File: src/rtl/pic_pkg.sv
// Shared types and helpers for the clocked PIC priority resolver.
// Holds the ack FSM states, rotate commands and rotating-priority math.
package pic_pkg;

  typedef enum logic [1:0] {
    IDLE = 2'd0,
    ACK1 = 2'd1,
    ACK2 = 2'd2
  } state_e;

  localparam logic [1:0] ROT_FIXED    = 2'b00;
  localparam logic [1:0] ROT_ON_EOI   = 2'b01;
  localparam logic [1:0] ROT_SPECIFIC = 2'b10;

  localparam int MAX_IRQ = 32;

  // Rank of channel idx when low is the lowest-priority channel.
  function automatic int rank_of(int idx, int low, int n);
    int r;
    r = idx - low - 1;
    if (r < 0) r = r + n;
    return r;
  endfunction

  // Channel of the highest-ranked set bit of v, or -1 if v is empty.
  function automatic int first_ranked(logic [MAX_IRQ-1:0] v,
                                      int low, int n);
    int pick;
    int ch;
    pick = -1;
    for (int k = MAX_IRQ - 1; k >= 0; k--) begin
      if (k < n) begin
        ch = low + 1 + k;
        if (ch >= n) ch = ch - n;
        if (v[ch[4:0]]) pick = ch;
      end
    end
    return pick;
  endfunction

endpackage

File: src/rtl/rotating_priority_select.sv
// Picks the highest-ranked set bit of a request vector
// under a rotating lowest-priority channel.
module rotating_priority_select
  import pic_pkg::*;
#(
  parameter int NUM_IRQ = 8,
  parameter int LEVEL_W = $clog2(NUM_IRQ)
) (
  input  logic [NUM_IRQ-1:0] i_vec,
  input  logic [LEVEL_W-1:0] i_lowest,
  output logic               o_found,
  output logic [LEVEL_W-1:0] o_index,
  output logic [NUM_IRQ-1:0] o_onehot
);

  int w_pick;

  // Scan ranks from highest to lowest and report the winner.
  always_comb begin
    w_pick   = first_ranked(MAX_IRQ'(i_vec), int'(i_lowest), NUM_IRQ);
    o_found  = (w_pick >= 0);
    o_index  = '0;
    o_onehot = '0;
    if (o_found) begin
      o_index           = LEVEL_W'(w_pick);
      o_onehot[o_index] = 1'b1;
    end
  end

endmodule

File: src/rtl/priority_resolver_n.sv
// Clocked N-channel 8259-style priority resolver with INTA handshake,
// auto/non-specific EOI, rotation and special-mask mode.
module priority_resolver_n
  import pic_pkg::*;
#(
  parameter int NUM_IRQ = 8,
  parameter int LEVEL_W = $clog2(NUM_IRQ)
) (
  input  logic               clk,
  input  logic               reset,
  input  logic [NUM_IRQ-1:0] irr,
  input  logic [NUM_IRQ-1:0] imr,
  input  logic [NUM_IRQ-1:0] isr,
  input  logic               auto_eoi,
  input  logic               special_mask,
  input  logic               rot_valid,
  input  logic [1:0]         rot_cmd,
  input  logic [LEVEL_W-1:0] rot_level,
  input  logic               eoi_valid,
  input  logic               INTA,
  output logic               INT,
  output logic [NUM_IRQ-1:0] irr_clear,
  output logic [NUM_IRQ-1:0] isr_set,
  output logic [NUM_IRQ-1:0] isr_clear,
  output logic [LEVEL_W-1:0] vector,
  output logic [LEVEL_W-1:0] lowest_level
);

  state_e             r_state;
  state_e             w_state_nxt;
  logic               r_inta_q;
  logic               r_spur;
  logic               r_rot_mode;
  logic               r_int;
  logic [LEVEL_W-1:0] r_lowest;
  logic [LEVEL_W-1:0] r_vector;
  logic [NUM_IRQ-1:0] r_irr_clr;
  logic [NUM_IRQ-1:0] r_isr_set;
  logic [NUM_IRQ-1:0] r_isr_clr;

  logic [NUM_IRQ-1:0] w_cand_vec;
  logic [NUM_IRQ-1:0] w_blk_vec;
  logic               w_cand_found;
  logic [LEVEL_W-1:0] w_cand_idx;
  logic [NUM_IRQ-1:0] w_cand_oh;
  logic               w_blk_found;
  logic [LEVEL_W-1:0] w_blk_idx;
  logic [NUM_IRQ-1:0] w_blk_oh;
  int                 w_cand_rank;
  int                 w_blk_rank;
  logic               w_pending;
  logic               w_fall;
  logic               w_rise;
  logic               w_ack1;
  logic               w_aeoi;
  logic [NUM_IRQ-1:0] w_vec_oh;
  int                 w_eoi_pick;
  logic               w_eoi_found;
  logic [LEVEL_W-1:0] w_eoi_idx;
  logic [NUM_IRQ-1:0] w_eoi_oh;
  logic               w_rot_nxt;
  logic [LEVEL_W-1:0] w_low_nxt;
  logic [NUM_IRQ-1:0] w_isr_clr;

  assign w_cand_vec = irr & ~imr;
  assign w_blk_vec  = special_mask ? (isr & ~imr) : isr;

  rotating_priority_select #(
    .NUM_IRQ (NUM_IRQ),
    .LEVEL_W (LEVEL_W)
  ) u_cand (
    .i_vec    (w_cand_vec),
    .i_lowest (r_lowest),
    .o_found  (w_cand_found),
    .o_index  (w_cand_idx),
    .o_onehot (w_cand_oh)
  );

  rotating_priority_select #(
    .NUM_IRQ (NUM_IRQ),
    .LEVEL_W (LEVEL_W)
  ) u_blk (
    .i_vec    (w_blk_vec),
    .i_lowest (r_lowest),
    .o_found  (w_blk_found),
    .o_index  (w_blk_idx),
    .o_onehot (w_blk_oh)
  );

  // Candidate must strictly outrank the in-service level to preempt.
  always_comb begin
    w_cand_rank = rank_of(int'(w_cand_idx), int'(r_lowest), NUM_IRQ);
    w_blk_rank  = rank_of(int'(w_blk_idx), int'(r_lowest), NUM_IRQ);
    w_pending   = w_cand_found
                  && ((w_cand_oh & w_blk_oh) == '0)
                  && (!w_blk_found || (w_cand_rank < w_blk_rank));
  end

  assign w_fall   = r_inta_q & ~INTA;
  assign w_rise   = ~r_inta_q & INTA;
  assign w_ack1   = (r_state == IDLE) && w_fall;
  assign w_aeoi   = (r_state == ACK1) && w_fall && auto_eoi && !r_spur;
  assign w_vec_oh = NUM_IRQ'(1) << r_vector;

  // Non-specific EOI targets the highest-ranked in-service channel.
  always_comb begin
    w_eoi_pick  = first_ranked(MAX_IRQ'(isr), int'(r_lowest), NUM_IRQ);
    w_eoi_found = (w_eoi_pick >= 0);
    w_eoi_idx   = '0;
    w_eoi_oh    = '0;
    if (w_eoi_found) begin
      w_eoi_idx           = LEVEL_W'(w_eoi_pick);
      w_eoi_oh[w_eoi_idx] = 1'b1;
    end
  end

  // Ack FSM next state: two INTA falls, then wait for INTA high.
  always_comb begin
    w_state_nxt = r_state;
    unique case (r_state)
      IDLE:    if (w_fall) w_state_nxt = ACK1;
      ACK1:    if (w_fall) w_state_nxt = ACK2;
      ACK2:    if (w_rise) w_state_nxt = IDLE;
      default: w_state_nxt = IDLE;
    endcase
  end

  // EOI clears and rotation; a specific rotate overrides EOI rotation.
  always_comb begin
    w_rot_nxt = r_rot_mode;
    w_low_nxt = r_lowest;
    w_isr_clr = '0;
    if (w_aeoi) begin
      w_isr_clr = w_isr_clr | w_vec_oh;
      if (r_rot_mode) w_low_nxt = r_vector;
    end
    if (eoi_valid && w_eoi_found) begin
      w_isr_clr = w_isr_clr | w_eoi_oh;
      if (r_rot_mode) w_low_nxt = w_eoi_idx;
    end
    if (rot_valid) begin
      unique case (rot_cmd)
        ROT_FIXED:    w_rot_nxt = 1'b0;
        ROT_ON_EOI:   w_rot_nxt = 1'b1;
        ROT_SPECIFIC: w_low_nxt = rot_level;
        default:      w_rot_nxt = r_rot_mode;
      endcase
    end
  end

  // INTA history for edge detection.
  always_ff @(posedge clk or posedge reset) begin
    if (reset) r_inta_q <= 1'b1;
    else       r_inta_q <= INTA;
  end

  // FSM state, INT and priority rotation registers.
  always_ff @(posedge clk or posedge reset) begin
    if (reset) begin
      r_state    <= IDLE;
      r_int      <= 1'b0;
      r_lowest   <= LEVEL_W'(NUM_IRQ - 1);
      r_rot_mode <= 1'b0;
    end else begin
      r_state    <= w_state_nxt;
      r_int      <= (r_state == IDLE) && !w_fall && w_pending;
      r_lowest   <= w_low_nxt;
      r_rot_mode <= w_rot_nxt;
    end
  end

  // Acknowledged vector and one-cycle register strobes.
  always_ff @(posedge clk or posedge reset) begin
    if (reset) begin
      r_vector  <= '0;
      r_spur    <= 1'b0;
      r_irr_clr <= '0;
      r_isr_set <= '0;
      r_isr_clr <= '0;
    end else begin
      r_irr_clr <= w_ack1 ? w_cand_oh : '0;
      r_isr_set <= w_ack1 ? w_cand_oh : '0;
      r_isr_clr <= w_isr_clr;
      if (w_ack1) begin
        r_vector <= w_cand_found ? w_cand_idx
                                 : LEVEL_W'(NUM_IRQ - 1);
        r_spur   <= !w_cand_found;
      end
    end
  end

  assign INT          = r_int;
  assign irr_clear    = r_irr_clr;
  assign isr_set      = r_isr_set;
  assign isr_clear    = r_isr_clr;
  assign vector       = r_vector;
  assign lowest_level = r_lowest;

endmodule

File: config.mk
export PLATFORM = sky130hd
export DESIGN_NAME = priority_resolver_n
export DESIGN_NICKNAME = d
export VERILOG_FILES = /design/src/rtl/pic_pkg.sv /design/src/rtl/rotating_priority_select.sv /design/src/rtl/priority_resolver_n.sv
export SDC_FILE = /design/constraint.sdc
export NUM_CORES = 1
export LEC_CHECK = 0
export CORE_MARGIN = 3
export CORE_UTILIZATION = 47
export CTS_CLUSTER_DIAMETER = 30
export DETAILED_ROUTE_END_ITERATION = 10
export PLACE_DENSITY = 0.8
export SLEW_MARGIN = 5
export SYNTH_ARGS = -nofsm -noshare
export SYNTH_HDL_FRONTEND = slang
export SYNTH_SLANG_ARGS = --single-unit
File: constraint.sdc
create_clock -name clk -period 9.6 [get_ports clk]
set_input_delay 1.44 -clock clk [delete_from_list [all_inputs] [get_ports clk]]
set_output_delay 1.44 -clock clk [all_outputs]
set_load 0.1 [all_outputs]
**Word-level counts from Yosys, hierarchy flattened**

Cells that the tools add are included.

- Input bits: 36
- Output and inout bits: 31
- Flip-flop bits (word level): 28

- Reductions and logical operators: 23
- Multiplexer cells: 110
- Eq/ne operators: 7
- Add/sub/neg operators: 22
- Bitwise logic cells: 9
- Magnitude comparators: 28
- Shift operators: 1

Operator list:

| cell | number |
|---|---|
| 2-to-1 mux 32 bit | 34 |
| greater-or-equal comparator 32 x 5 -> 1 bit, second input constant | 8 |
| subtractor 32 x 5 -> 32 bit, second input constant | 8 |
| adder 32 x 4 -> 32 bit, second input constant | 4 |
| binary-select mux 1 bit (select 5 bit) | 24 |
| greater-or-equal comparator 32 x 1 -> 1 bit, second input constant | 3 |
| adder 32 x 3 -> 32 bit, second input constant | 2 |
| 2-to-1 mux 8 bit | 7 |
| < comparator 5 x 6 -> 1 bit, second input constant | 8 |
| adder 32 x 2 -> 32 bit, second input constant | 1 |
| < comparator 32 bit | 1 |
| 2-to-1 mux 3 bit | 10 |
| 2-to-1 mux 1 bit | 27 |
| bitwise AND 8 bit | 3 |
| adder 5 x 5 -> 6 bit, second input constant | 2 |
| logical AND 1 bit | 12 |
| < comparator 3 x 4 -> 1 bit, second input constant | 3 |
| < comparator 5 x 1 -> 1 bit, second input constant | 2 |
| subtractor 4 x 2 -> 5 bit, second input constant | 2 |
| demux 1 bit (select 3 bit) | 3 |
| greater-or-equal comparator 3 x 1 -> 1 bit, second input constant | 3 |
| logical NOT 8 bit | 1 |
| NOT 8 bit | 1 |
| bitwise OR 8 bit | 1 |
| 17 further kinds | 30 |

**Longest topological paths before layout**

- Word-level depth: 24
- Gate-level depth with buffers: 34

**Cells and area by module**

From an unflattened synthesis, not the netlist that was laid out.

- Cell total of the unflattened synthesis: 817
- Area, all modules: 7053.0 um^2

By module, submodules not included:

| module | cells each | sequential area each (um^2) | times used | area each (um^2) |
|---|---|---|---|---|
| priority_resolver_n | 376 | 705.7 | 1 | 3384.5 |
| rotating_priority_select (u_cand) | 226 | 0.0 | 1 | 1858.0 |
| rotating_priority_select (u_blk) | 215 | 0.0 | 1 | 1810.5 |

**Worst setup path before layout**

OpenSTA, ideal clock, no wires.

- Path kind: flip-flop to flip-flop
- From: reg r_lowest[0], in the netlist lowest_level[0]
- To: reg r_int, in the netlist INT
- Cell stages (with the launch flop): 33
- Setup time: 0.088 ns
- Arrival: 6.900 ns
- Path buffers: 4
- Clock period less this slack: 6.988 ns
- Setup slack: 2.612 ns
- Path through: dfstp_2 buf_4 inv_2 buf_6 buf_2 ha_1 inv_1 buf_2 ha_1 nor3_1 a31oi_1 inv_1 ha_1 inv_1 or3_1 mux2_2 nor2_1 and2b_1 o211ai_1 a221oi_2 o21ai_2 or2b_1 ha_1 fa_1 xor2_1 nand3_1 xnor2_1 ha_1 ha_1 o21ai_0 nand3_1 a311o_1 a41oi_1

- Longest elaborated chain between the ends: 24

Ends and longest elaborated chain:

| what | RTL line | text |
|---|---|---|
| from (decl) | priority_resolver_n.sv:35 | `logic [LEVEL_W-1:0] r_lowest;` |
| from (signal assigned) | priority_resolver_n.sv:162 | `r_lowest <= LEVEL_W'(NUM_IRQ - 1);` |
| from (signal assigned) | priority_resolver_n.sv:167 | `r_lowest <= w_low_nxt;` |
| adder 3 x 1 -> 4 bit | pic_pkg.sv:33 | `ch = low + 1 + k;` |
| adder 32 x 4 -> 32 bit | pic_pkg.sv:33 |  |
| subtractor 32 x 5 -> 32 bit or greater-or-equal comparator 32 x 5 -> 1 bit (tied branches) | pic_pkg.sv:34 | `if (ch >= n) ch = ch - n;` |
| 2-to-1 mux 32 bit | pic_pkg.sv:34 |  |
| binary-select mux 1 bit (select 5 bit) | pic_pkg.sv:35 | `if (v[ch[4:0]]) pick = ch;` |
| 2-to-1 mux 1 bit (not written as such) | pic_pkg.sv:35 |  |
| 2-to-1 mux 32 bit (8 in a row) | pic_pkg.sv:35 |  |
| greater-or-equal comparator 32 x 1 -> 1 bit, or another cell as far along | rotating_priority_select.sv:21 | `o_found = (w_pick >= 0);` |
| 2-to-1 mux 3 bit or logical AND 1 bit (tied branches) | rotating_priority_select.sv:24, rotating_priority_select.sv:26 |  |
| subtractor 3 x 3 -> 4 bit or 2-to-1 mux 1 bit (tied branches) | pic_pkg.sv:20, rotating_priority_select.sv:26 |  |
| subtractor 4 x 2 -> 5 bit or demux 1 bit (select 3 bit) (tied branches) | -- |  |
| adder 5 x 5 -> 6 bit, or another cell as far along | pic_pkg.sv:21 | `if (r < 0) r = r + n;` |
| 2-to-1 mux 32 bit or bitwise AND 8 bit (tied branches) | pic_pkg.sv:21, priority_resolver_n.sv:95 |  |
| < comparator 32 bit or logical NOT 8 bit (tied branches) | priority_resolver_n.sv:96, priority_resolver_n.sv:95 |  |
| logical OR 1 bit or logical AND 1 bit (tied branches) | priority_resolver_n.sv:96, priority_resolver_n.sv:95 |  |
| logical AND 1 bit (*) | priority_resolver_n.sv:96 | `&& (!w_blk_found \|\| (w_cand_rank < w_blk_rank));` |
| logical AND 1 bit (*) | priority_resolver_n.sv:166 | `r_int <= (r_state == IDLE) && !w_fall && w_pending;` |
| to (signal assigned) | priority_resolver_n.sv:166 |  |
| to (decl) | priority_resolver_n.sv:34 | `logic r_int;` |

Mark *: on every way between the ends. The rest lies on a longest branch, timed or not. The select of a mux whose other input is x is not followed.
A chain may end at the register's enable or synchronous reset.

**Worst setup path after layout**

- From: reg r_lowest[1], in the netlist lowest_level[1]
- To: reg r_int, in the netlist INT

Same word-level chain as after synthesis.

==> metrics <==
DR WL/cell=20.43 um; CTS tree=built; Reg clk slew, reported paths=~0.080 ns; post-layout min period=8.265 ns; final hold vios=0; Slew Limit Fails=0; Critical Path Most Common Cell=ha_1; initial antenna violation count=0; root buffer cell=clkbuf_8; first-pass GRT wire length=between 20000 and 25000 um; Area growth syn-to-layout=14.00%; Final nets=between 700 and 800; Critical path buffers and inverters=5; post-synthesis sequential area ratio=between 10% and 20%; Die Wd=between 100 and 150 um; setup bufs post-CTS=0; mean number of vias per cell=between 6 and 7; worst-margin pin slew=between 1 and 1.5 ns; syn_nets=between 600 and 700; CTS Buf Count=3; total track usage=roughly a quarter; Starting Density=roughly 49%; vias in the first global route=around 4.9k; Setup TNS=0 ns; post-synthesis instance area=0.005051 mm2; CP max FO=17; clock skew=0.009977 ns; Max-Slew Margin vs Limit=between 15 and 20%; die area=~0.012 mm2; vias=5122; HP Class=register to register; Final HPWL DP=~13000 um; IO Port Bufs=66; Synth cell types=between 90 and 100; area of the core=about 0.010 mm2; later-pin clock latency in the skew report=around 0.27 ns; max-cap viol count=0; post-CTS sizing=0; Final Wtd Congestion=slightly above 1; Crit path largest cell delay=approximately 0.8 ns; FFs w/ async S/R, synth=100.0%; Final Cycle Share=86.09%; fill count=approximately 990; clk buf depth=2; iteration-0 DRC count of the detailed router=just over 500; max frequency=approximately 120 MHz; cells after synthesis=around 600; total inserted antenna cells=0; cts hold-fix bufs=0; H-tree levels=1; Worst Path Required=9.78 ns; status=finished, final reports clean; DRC Markers=0; slowest CP cell=dfstp_2; clk sink count=28; Ys Warns=0; Crit path max-delay family=adder cells; I/O pin total=between 60 and 70; post-route ant nets=0; RSZ-0062 raised after global routing=no; Placement Rows=37; CP startpoint kind=register; kind of critical path=register to register; DRT Wirelength=about 16000 um; final setup violation count=0; Worst Setup End Kind=register; Main synth FF type=dfrtp_1; grt total ovfl=0; layout cells sized above 1=a little over a tenth; First-pass DRT Iterations=7; Mean Syn Cell Area=roughly 8.4 um2; number of synthesized flops with an enable pin=0; die height=about 110 um; largest net degree at the start of global routing=34; synthesized flop and latch total=28; Worst Path Arrival=8.44 ns
[worst reg2reg max path: cells and delay by family, from the launching register on]
kind,cells,cell delay (ns)
compound gates,7,1.80
flops,1,0.80
mux,1,0.36
simple gates,6,0.97
xor+xnor,3,0.83
fa+ha+maj,7,2.43
buf+inv,5,0.99
[layout by cell type (no fill, tap or decap), types with 14 or more instances in the layout]
master and count:
dfrtp_1 24, nand2_1 60, mux2i_1 26, inv_1 25, a21oi_1 28, a21boi_0 15
ha_1 38, clkdlybuf4s50_1 66, mux4_2 18, nand3_1 19, nand2b_1 27, o21ai_0 20
mux2_2 14, nor2b_1 19, nor2_1 45
[metal layers]
metal	wire length, um	part of all wire, %	global-route usage (%)
met5	0	0	0
met4	690	4.3	9.706
met3	1079	6.8	2.290
met2	7607	48	45.82
met1	6513	41	33.27
[through the flow]
stage / area [um2] / setup slack (ns) / util (%) / hold WS [ns] / cells
6_report: 5758 / 1.335 / 55.53 / 0.5189 / 778
5_1_grt: 5758 / 0.9159 / 55.53 / 0.5527 / 778
4_1_cts: 5758 / 1.497 / 55.53 / 0.5239 / 778
3_5_place_dp: 5713 / 1.524 / 55.09 / 0.5041 / 774
3_3_place_gp: 5713 / 1.859 / 55.09 / 0.4806 / 774
2_1_floorplan: 5051 / 2.612 / - / 0.4681 / 598
[area by class of cell]
| type | count | area [um2] | area share (%) |
|---|---|---|---|
| clock buffer | 4 | 45.04 | 0.7823 |
| sequential | 28 | 705.7 | 12.26 |
| multi-input combinational | 514 | 4056 | 70.45 |
| timing repair buffer | 68 | 675.6 | 11.73 |
| inverter | 28 | 105.1 | 1.825 |
| tap | 136 | 170.2 | 2.955 |
[cell families (layout without fill, tap and decap cells)]
| logic type | count (synthesis) | count (layout) | synth area share (%) |
|---|---|---|---|
| and+or+nand+nor | 227 | 227 | 22.99 |
| DFF | 28 | 28 | 13.97 |
| adders and majority gates | 40 | 40 | 10.21 |
| AOI/OAI and AO/OA | 169 | 169 | 25.07 |
| buffers and inverters | 56 | 100 | 5.722 |
| xor gates and xnor gates | 16 | 16 | 3.666 |
| muxes | 62 | 62 | 18.38 |
[cell usage after synthesis, types with 4 or more instances]
cell type	count	area (um2)
a21boi_0	15	112.6
a21o_1	7	52.55
a21oi_1	28	140.1
a31oi_1	6	37.54
and2_1	5	31.28
buf_2	9	45.04
buf_4	12	90.09
dfrtp_1	24	600.6
dfstp_2	4	105.1
ha_1	38	475.5
inv_1	25	93.84
mux2_2	14	157.7
mux2i_1	26	260.3
mux4_1	4	105.1
mux4_2	18	405.4
nand2_1	60	225.2
nand2b_1	27	168.9
nand3_1	19	95.09
nand4_1	7	43.79
nor2_1	45	168.9
nor2b_1	19	118.9
nor3_1	11	55.05
o211ai_1	11	82.58
o21a_1	7	52.55
o21ai_0	20	100.1
o22ai_1	8	50.05
o31ai_1	7	52.55
or3_1	5	31.28
xnor2_1	5	43.79
xor2_1	7	61.31
[state kept, by name, indices dropped and copies added, names as in the netlist]
register	count
isr_clear	8
r_spur	1
vector	3
INT	1
lowest_level	3
r_inta_q	1
isr_set	8
r_state	2
r_rot_mode	1
[worst paths after layout]
path / start / end / slack (ns) / depth (start not counted)
worst max-delay path: lowest_level[1] / INT / 1.34 / 29
worst min-delay path: r_spur / r_spur / 0.52 / 1
worst max register to register: lowest_level[1] / INT / 1.34 / 29
worst min register to register: r_spur / r_spur / 0.52 / 1
max in group asynchronous: reset / vector[2] / 7.24 / 2
min in group asynchronous: reset / isr_clear[2] / 1.72 / 2
Power is left out: the tool's default activity adds up to more than one toggle a clock period on the data nets, which glitch-free logic cannot reach.
